<file path="config.mk">
export PLATFORM = sky130hd
export DESIGN_NAME = systolic_mac_pe
export DESIGN_NICKNAME = d
export VERILOG_FILES = /design/src/rtl/systolic_mac_pe.sv
export SDC_FILE = /design/constraint.sdc
export NUM_CORES = 1
export LEC_CHECK = 0
export ABC_AREA = 1
export CAP_MARGIN = 40
export CORE_MARGIN = 2
export CORE_UTILIZATION = 45
export CTS_CLUSTER_SIZE = 12
export DETAILED_ROUTE_END_ITERATION = 12
export PLACE_DENSITY_LB_ADDON = 0.08
export SETUP_SLACK_MARGIN = 0.05
export SLEW_MARGIN = 10
export SYNTH_ARGS = -nofsm -noshare
export SYNTH_HDL_FRONTEND = slang
export SYNTH_SLANG_ARGS = --single-unit
</file>
<file path="constraint.sdc">
create_clock -name clk -period 4.74 [get_ports clk]
set_input_delay 0.474 -clock clk [delete_from_list [all_inputs] [get_ports clk]]
set_output_delay 0.474 -clock clk [all_outputs]
set_load 0.05 [all_outputs]
</file>
<file path="src/rtl/systolic_mac_pe.sv">
// Output-stationary systolic GEMM processing element: forwards A east and B south,
// multiply-accumulates with optional signed/saturating arithmetic, and double-buffers results into a drain chain.
module systolic_mac_pe #(
  parameter int DW     = 8,
  parameter int AW     = 32,
  parameter bit SIGNED = 1'b1,
  parameter bit SAT    = 1'b1
) (
  input  logic          clk,
  input  logic          rst_n,
  input  logic [DW-1:0] a_in,
  input  logic          a_vin,
  input  logic [DW-1:0] b_in,
  input  logic          b_vin,
  input  logic          acc_clr,
  output logic [DW-1:0] a_out,
  output logic          a_vout,
  output logic [DW-1:0] b_out,
  output logic          b_vout,
  output logic [AW-1:0] acc,
  output logic          ovf,
  output logic          err,
  input  logic          drain_load,
  input  logic          drain_shift,
  input  logic [AW-1:0] drain_in,
  output logic [AW-1:0] drain_out
);

  localparam logic [AW-1:0] MAX_S = {1'b0, {(AW-1){1'b1}}};
  localparam logic [AW-1:0] MIN_S = {1'b1, {(AW-1){1'b0}}};
  localparam logic [AW-1:0] MAX_U = {AW{1'b1}};

  logic                   fire;
  logic signed [2*DW-1:0] prod_s;
  logic        [2*DW-1:0] prod_u;
  logic        [AW-1:0]   prod_ext;
  logic        [AW:0]     sum;
  logic                   mac_ovf;
  logic        [AW-1:0]   sat_val;
  logic        [AW-1:0]   mac_val;

  assign fire   = a_vin & b_vin;
  assign prod_s = $signed(a_in) * $signed(b_in);
  assign prod_u = a_in * b_in;

  // NOTE: combinational logic uses blocking '=' with every output given a default first, so no latch can be inferred.
  always_comb begin
    prod_ext = '0;
    mac_ovf  = 1'b0;
    sat_val  = MAX_U;
    if (SIGNED) prod_ext = AW'(prod_s);
    else        prod_ext = AW'(prod_u);
    sum = {1'b0, acc} + {1'b0, prod_ext};
    if (SIGNED) begin
      // Signed overflow: addends agree in sign but the result does not.
      mac_ovf = (acc[AW-1] == prod_ext[AW-1]) && (sum[AW-1] != acc[AW-1]);
      sat_val = acc[AW-1] ? MIN_S : MAX_S;
    end else begin
      mac_ovf = sum[AW];
      sat_val = MAX_U;
    end
    mac_val = (SAT && mac_ovf) ? sat_val : sum[AW-1:0];
  end

  // NOTE: sequential state uses non-blocking '<=' and clears asynchronously on rst_n low.
  always_ff @(posedge clk or negedge rst_n) begin
    if (!rst_n) begin
      a_out     <= '0;
      b_out     <= '0;
      a_vout    <= 1'b0;
      b_vout    <= 1'b0;
      acc       <= '0;
      ovf       <= 1'b0;
      err       <= 1'b0;
      drain_out <= '0;
    end else begin
      a_out  <= a_in;
      b_out  <= b_in;
      a_vout <= a_vin;
      b_vout <= b_vin;

      if (acc_clr) begin
        acc <= fire ? prod_ext : '0;
        ovf <= 1'b0;
      end else if (fire) begin
        acc <= mac_val;
        if (mac_ovf) ovf <= 1'b1;
      end

      if (a_vin ^ b_vin) err <= 1'b1;

      // Load samples the pre-edge accumulator, so a same-cycle fire lands in the next tile.
      if (drain_load)       drain_out <= acc;
      else if (drain_shift) drain_out <= drain_in;
    end
  end

endmodule

</file>
==> metrics.sh, run 1 <==
WORST_R2R_STARTPOINT='acc[0]$_DFFE_PN0P_'
ROUTED-WL-MET3_MM=1.327
STARTPOINT_TYPE_OF_THE_WORST_SETUP_PATH='primary input'
FINAL_MIN_PERIOD_OVER_CLOCK_PERIOD=1.221
YOSYSUNIQUECELLTYPES=42
DIEWIDTH_UM=137.6
SYNTH_TOP_AREA_SHARE=0.2616
ROUTE.DETAILED.WL_PER_INST_UM=15.67
FINAL_WS_SETUP_NS=-1.049
GRT_REMAINING_OVERFLOW=0
SETUP_VIOL=33
GRT_ANTENNA_BEFORE_REPAIR=0
FP-ROW-COUNT=48
WORSTPATHMAXFANOUT=8
PLACEABLE_CORE_REGION_UM2=17360
AREA_GROWTH_SYN_TO_LAYOUT_PCT=58.39
CLOCK_SKEW_NS=0.008265
DRV_CAP=0
START_UTIL=0.4629
CTS-HOLD-FIX-BUFFERS=0
GRT.TOTAL_USAGE=0.2897
SETUP.WORST_PATH.START='b_in[7]'
WORST_SLEW_MARGIN_REL=0.4683
NUMCTSBUFFERS=9
SLOWEST_STAGE='sky130_fd_sc_hd__fa_2'
FINALHOLDVIOLCOUNT=0
DRV_SLEW=0
WL_MET1_MM=11.76
TOP_LIBRARY_CELLS_BY_USAGE_IN_THE_LAYOUT_FILL_AND_TAPS_ASIDE='212 x sky130_fd_sc_hd__nand2_1, 194 x sky130_fd_sc_hd__buf_4, 185 x sky130_fd_sc_hd__inv_1'
GRT_PASS1_WL_MM=42.45
CLKSLEWWORSTSETUPHOLDPATHS_NS=0.07
RSZ0062_AT_GRT='yes'
COUNT_OF_MAPPED_CELLS_OUT_OF_SYNTHESIS=1101
MOSTFREQUENTLAYOUTCELL='sky130_fd_sc_hd__nand2_1'
CLK_ROOT_BUFFER_CELL='sky130_fd_sc_hd__clkbuf_16'
LARGEST_NET_DEGREE_AT_THE_START_OF_GLOBAL_ROUTING=46
HTREE_LEVELS=3
SEQCELLAREA_UM2=2102
WORST_PATH_LARGEST_CELL_DELAY_NS=0.53
MOST_AREA_HUNGRY_CELL_TYPE_IN_THE_YOSYS_NETLIST='sky130_fd_sc_hd__dfrtp_1'
FMAXACHIEVABLE_GHz=0.1727
SETUP_SLACK_PLACEMENT_NS=-1.826
BUFFER_PORTS.INSERTED=138
WORST-ENDPOINT-ARRIVAL_NS=6.03
DRT-TOTAL-WL_MM=26.00
TIMING.HOLD.WORST.CLASS='in2async'
VIAS_PER_CELL=5.049
LEAST_MARGIN_PIN_SLEW_NS=0.7951
TOP_LAYER_USED='met4'
LAYOUT-DRIVE-GT1-SHARE=0.3159
FIRST_GLOBAL_VIAS=8742
SYNTH-SEQ-AREA-SHARE=0.2616
CLOCK_LATENCY_NS=0.36
PLACE_CONGESTION=0.9237
LAYOUT_MIN_CYCLE_TIME_NS=5.789
TOTAL_LENGTH_OF_ROUTED_MET2_WIRES_MM=12.37
CP.REQUIRED_NS=4.98
VIAS=8377
WORST_SETUP_PATH_CLASS='in2reg'
FLOORPLAN.DIE.HEIGHT_UM=137.6
DIEAREA_UM2=18940
DRT_ITER0_MARKERS=454
MULTI_INPUT_COMB_AREA_UM2=6058
SYNTH_SEQ_CELLS=84
POSTSYNTH.ASYNCRESETSHARE=1.000
PLACE.DETAILED.HPWL_MM=18.45
FILLER_CELL_COUNT=1333
FAILED_CHECKS='setup timing'
SYNTH_AREA_UM2=8034
ANTENNA-DIODE-COUNT=0
NUMBER_OF_DETAILED_ROUTING_ITERATIONS_RUN_BEFORE_ANTENNA_REPAIR=5
CP_CAPTURE_TYPE='flip-flop'
SYNTH_ENABLE_FLOP_CELLS=0
CTS_MAX_PATH_BUFFERS=2
IO_PINS=139
RESULT_OF_THE_RUN='finished, violations left'
SYNTHTOPCELLSBYAREA='sky130_fd_sc_hd__dfrtp_1 26%, sky130_fd_sc_hd__fa_1 14%, sky130_fd_sc_hd__nand2_1 12%'
DRT_DRC_VIOLATIONS_LEFT=0
DOMINANTREGCELLSYNTH='sky130_fd_sc_hd__dfrtp_1'
POSTSYNTHNETCOUNT=1273
ROUTE.ANTENNA.REMAINING_NETS=0
DESIGN.FINAL.NETS=1601
CLOCK_SINK_COUNT=84
TRITONCTS_CLOCK_TREE='done'
SYNTH-WARNING-COUNT=0
SYNTH.AVG_CELL_AREA_UM2=7.297
## worst paths after layout
path,depth (start not counted),slack (ns),end
max,39,-1.05,acc[31]$_DFFE_PN0P_
min,1,0.09,a_out[2]$_DFF_PN0_
max reg2reg,20,2.10,acc[28]$_DFFE_PN0P_
min reg2reg,1,0.48,err$_DFFE_PN0P_
max in group asynchronous,2,3.64,acc[29]$_DFFE_PN0P_
min in group clk,1,0.32,a_out[4]$_DFF_PN0_
## synth_stat cells, types with 2 or more instances
cell                       count
sky130_fd_sc_hd__a21oi_1      96
sky130_fd_sc_hd__a21boi_0      2
sky130_fd_sc_hd__a31oi_1       5
sky130_fd_sc_hd__a21oi_2       2
sky130_fd_sc_hd__nand2_2       4
sky130_fd_sc_hd__o21ai_0      29
sky130_fd_sc_hd__a21o_1        3
sky130_fd_sc_hd__inv_2         5
sky130_fd_sc_hd__nor3_1        2
sky130_fd_sc_hd__o21ai_1       2
sky130_fd_sc_hd__ha_1         61
sky130_fd_sc_hd__nand4_1       2
sky130_fd_sc_hd__o211ai_1      3
sky130_fd_sc_hd__inv_1       205
sky130_fd_sc_hd__or2_2         6
sky130_fd_sc_hd__dfrtp_1      84
sky130_fd_sc_hd__o22ai_1      32
sky130_fd_sc_hd__nand2_1     266
sky130_fd_sc_hd__nor2_1       99
sky130_fd_sc_hd__clkinv_1      2
sky130_fd_sc_hd__buf_1         3
sky130_fd_sc_hd__nand3b_1      3
sky130_fd_sc_hd__nand3_2       3
sky130_fd_sc_hd__fa_1         56
sky130_fd_sc_hd__nand3_1      36
sky130_fd_sc_hd__clkbuf_1     32
sky130_fd_sc_hd__nor2_2        6
sky130_fd_sc_hd__xor2_1       26
sky130_fd_sc_hd__buf_2         2
sky130_fd_sc_hd__o21bai_1      4
sky130_fd_sc_hd__xnor2_1       9
## routing by layer
layer,global-route usage,vias up
li1,-,4097
met3,0.05335,35
met1,0.3813,4034
met5,0,-
met4,0.09737,0
met2,0.4807,211
## cells by family (layout without fill, tap and decap cells)
family,after synthesis,in the layout,synth area share
AOI/OAI and AO/OA,183,183,0.1266
xor gates and xnor gates,35,35,0.03816
DFF,84,84,0.2616
and+or+nand+nor,431,432,0.2201
buffers and inverters,251,583,0.1190
adders and majority gates,117,117,0.2345
## critical path, delay by kind of cell
kind	cells	cell delay (ns)
buffers and inverters	9	0.75
AOI/OAI and AO/OA	2	0.32
adders and majority gates	6	2.49
and+or+nand+nor	22	1.98
## metrics by stage
stage / setup TNS [ns] / utilization / hold WS [ns] / instances / cell area (µm²)
final: -32.37 / 0.7331 / 0.09453 / 1659 / 12720
after global routing: -41.60 / 0.7331 / 0.1355 / 1659 / 12720
after CTS: -28.29 / 0.7185 / 0.1185 / 1652 / 12470
after detailed placement: -58.26 / 0.6453 / 0.4644 / 1583 / 11200
after global placement: -56.07 / 0.6437 / 0.4559 / 1582 / 11170
after floorplan: -26.31 / - / 0.1784 / 1101 / 8626
## state kept, by name, summed over array words and instances (netlist names)
name,flops
ovf,1
acc,32
b_out,8
a_vout,1
a_out,8
drain_out,32
b_vout,1
err,1
## area by class of cell
type,instances,share of cell area
well taps,225,0.02212
multi-input cells,767,0.4761
repair buffers,353,0.2441
clock inverters,6,0.005703
clock buffers,10,0.01878
repair inverters,2,0.002557
flip-flops and latches,84,0.1652
inverters,212,0.06539
## repair_timing
item / CTS / global route
cloned: 6 / 0
pin swaps: 83 / 61
resized for setup: 189 / 72
endpoints found under the setup margin: 33 / 33
setup buffers: 47 / 7
Power of run 1 is left out: the tool's default activity adds up to more than one toggle a clock period on the data nets, which glitch-free logic cannot reach.
==> run 2: changes to the inputs <==
Settings changed: CORE_ASPECT_RATIO from default to 1.4, SETUP_SLACK_MARGIN 0.05 to default.
==> run 2 against run 1 <==
  * Utilization is 0.11 points lower
  * Critical path depth is 1 lower
  * Via count is 1.0% higher
  * Design area is 0.11% higher
  * The run still ends with setup timing left
  * Cell count is 1.3% higher
  * First-iteration DRC count is 12% lower
  * Clock skew hardly changed
  * Worst setup slack worse by 0.042 ns
  * Global-route usage is 1.3 points higher
  * Sequential share of layout area hardly changed
  * Hold slack better by 0.069 ns
==> metrics.sh, run 2 (synthesized netlist as in run 1, its figures left out) <==
FMAXACHIEVABLE_GHz=0.1715  # -0.72%
IO_PINS=139  # unchanged
LAYOUT_MIN_CYCLE_TIME_NS=5.832  # +0.04220 ns
DIEAREA_UM2=18950  # about the same
TOP_LIBRARY_CELLS_BY_USAGE_IN_THE_LAYOUT_FILL_AND_TAPS_ASIDE='210 x sky130_fd_sc_hd__nand2_1, 203 x sky130_fd_sc_hd__buf_4, 177 x sky130_fd_sc_hd__inv_1'
RSZ0062_AT_GRT='yes'
LAYOUT-DRIVE-GT1-SHARE=0.3248  # +0.008893
DRV_CAP=0  # unchanged
BUFFER_PORTS.INSERTED=138  # unchanged
NUMCTSBUFFERS=9  # unchanged
SEQCELLAREA_UM2=2102  # unchanged
HTREE_LEVELS=3  # unchanged
CP_CAPTURE_TYPE='flip-flop'
LARGEST_NET_DEGREE_AT_THE_START_OF_GLOBAL_ROUTING=53  # +15%
CTS-HOLD-FIX-BUFFERS=0  # unchanged
DRT_DRC_VIOLATIONS_LEFT=0  # unchanged
WORST-ENDPOINT-ARRIVAL_NS=6.08  # +0.05 ns
DRT_ITER0_MARKERS=398  # -12%
CLOCK_LATENCY_NS=0.36  # about the same
DESIGN.FINAL.NETS=1611  # +0.62%
RESULT_OF_THE_RUN='finished, violations left'
ROUTE.DETAILED.WL_PER_INST_UM=16.61  # +6.0%
CRIT_TOP_CELL='sky130_fd_sc_hd__nand2_4'
VIAS=8463  # +1.0%
ANTENNA-DIODE-COUNT=0  # unchanged
CLKSLEWWORSTSETUPHOLDPATHS_NS=0.07  # about the same
TIMING.HOLD.WORST.CLASS='in2async'
VIAS_PER_CELL=5.038  # -0.24%
CLK_ROOT_BUFFER_CELL='sky130_fd_sc_hd__clkbuf_16'
FIRST_GLOBAL_VIAS=8771  # +0.33%
GRT.TOTAL_USAGE=0.3025  # +0.01283
CP.REQUIRED_NS=4.99  # about the same
MOSTFREQUENTLAYOUTCELL='sky130_fd_sc_hd__nand2_1'
SETUP_VIOL=33  # unchanged
MULTI_INPUT_COMB_AREA_UM2=5981  # -1.3%
PLACEABLE_CORE_REGION_UM2=17400  # +0.26%
FINAL_MIN_PERIOD_OVER_CLOCK_PERIOD=1.230  # +0.008903
LEAST_MARGIN_PIN_SLEW_NS=0.7584  # -0.03671 ns
FAILED_CHECKS='setup timing'
FLOORPLAN.DIE.HEIGHT_UM=162.1  # +18%
WORSTPATHMAXFANOUT=8  # unchanged
CTS_MAX_PATH_BUFFERS=2  # unchanged
WORST_PATH_DOMINANT_CELL_FAMILY='adder cells'
TRITONCTS_CLOCK_TREE='done'
GRT_PASS1_WL_MM=43.77  # +3.1%
WORST_PATH_LARGEST_CELL_DELAY_NS=0.56  # +0.03 ns
WORST-PATH-BUF-INV=11  # +2
DRT-TOTAL-WL_MM=27.90  # +7.3%
AREA_GROWTH_SYN_TO_LAYOUT_PCT=58.56
WORST_SETUP_PATH_CLASS='in2reg'
CLOCK_SINK_COUNT=84  # unchanged
FINAL_CORE_UTIL=0.7320  # -0.001106
PLACE_CONGESTION=0.9010  # -2.5%
FINAL_WS_SETUP_NS=-1.092  # -0.04220 ns
DRV_SLEW=0  # unchanged
FINALHOLDVIOLCOUNT=0  # unchanged
CLOCK_SKEW_NS=0.008054  # -0.0002114 ns
STARTPOINT_TYPE_OF_THE_WORST_SETUP_PATH='primary input'
LAYOUT_TOP_REGISTERS='acc (32), drain_out (32)'
FILLER_CELL_COUNT=1400  # +5.0%
START_UTIL=0.4617  # -0.001198
ROUTE.ANTENNA.REMAINING_NETS=0  # unchanged
SLOWEST_STAGE='sky130_fd_sc_hd__fa_1'
PLACE.DETAILED.HPWL_MM=20.39  # +11%
DIEWIDTH_UM=116.9  # -15%
FP-ROW-COUNT=57  # +19%
WORST_SLEW_MARGIN_REL=0.4944  # +0.02614
GRT_REMAINING_OVERFLOW=0  # unchanged
NUMBER_OF_DETAILED_ROUTING_ITERATIONS_RUN_BEFORE_ANTENNA_REPAIR=4  # -1
GRT_ANTENNA_BEFORE_REPAIR=0  # unchanged
-- run 2: cell type report --
| class | count | share of cell area |
|---|---|---|
| inverter | 212 | 0.06473 |
| clock buffer | 9 | 0.01768 |
| multi-input combinational | 767 | 0.4695 |
| tap | 236 | 0.02318 |
| clock inverter | 7 | 0.005206 |
| sequential | 84 | 0.1650 |
| timing repair inverter | 2 | 0.001866 |
| timing repair buffer | 363 | 0.2528 |
-- run 2: worst paths after layout --
kind / cells past startpoint / slack, ns / start / endpoint
max reg2reg: 13 / 2.01 / acc[0]$_DFFE_PN0P_ / acc[20]$_DFFE_PN0P_
max in group asynchronous: 2 / 3.65 / rst_n / acc[26]$_DFFE_PN0P_
min in group clk: 1 / 0.36 / a_in[5] / a_out[5]$_DFF_PN0_
min reg2reg: 1 / 0.47 / err$_DFFE_PN0P_ / err$_DFFE_PN0P_
min: 1 / 0.16 / rst_n / b_out[6]$_DFF_PN0_
max: 38 / -1.09 / b_in[7] / acc[31]$_DFFE_PN0P_
-- run 2: metal layers --
layer,track usage,up-vias,share of wire
li1,-,4124,-
met1,0.3084,4049,0.35
met2,0.5709,206,0.55
met3,0.03881,84,0.034
met4,0.1791,0,0.067
met5,0,-,0
-- run 2: per-stage QoR --
stage | setup WS [ns] | TNS (ns) | hold slack (ns) | std cells | cell area, µm²
after global routing | -1.301 | -40.95 | 0.2183 | 1680 | 12740
after global placement | -1.926 | -60.76 | 0.4565 | 1608 | 11340
after CTS | -1.044 | -32.70 | 0.1798 | 1671 | 12410
final | -1.092 | -33.51 | 0.1630 | 1680 | 12740
after floorplan | -0.8988 | -26.31 | 0.1784 | 1101 | 8626
after detailed placement | -1.996 | -62.85 | 0.4563 | 1608 | 11340
-- run 2: timing repair --
item                                   CTS  global route
gates cloned                             6             0
gates resized for setup                170            95
endpoints found under the hold margin    0             0
setup endpoints to repair               33            33
buffers inserted                        41            11
pin swaps                               81            90
Power of run 2 is left out for the same reason.
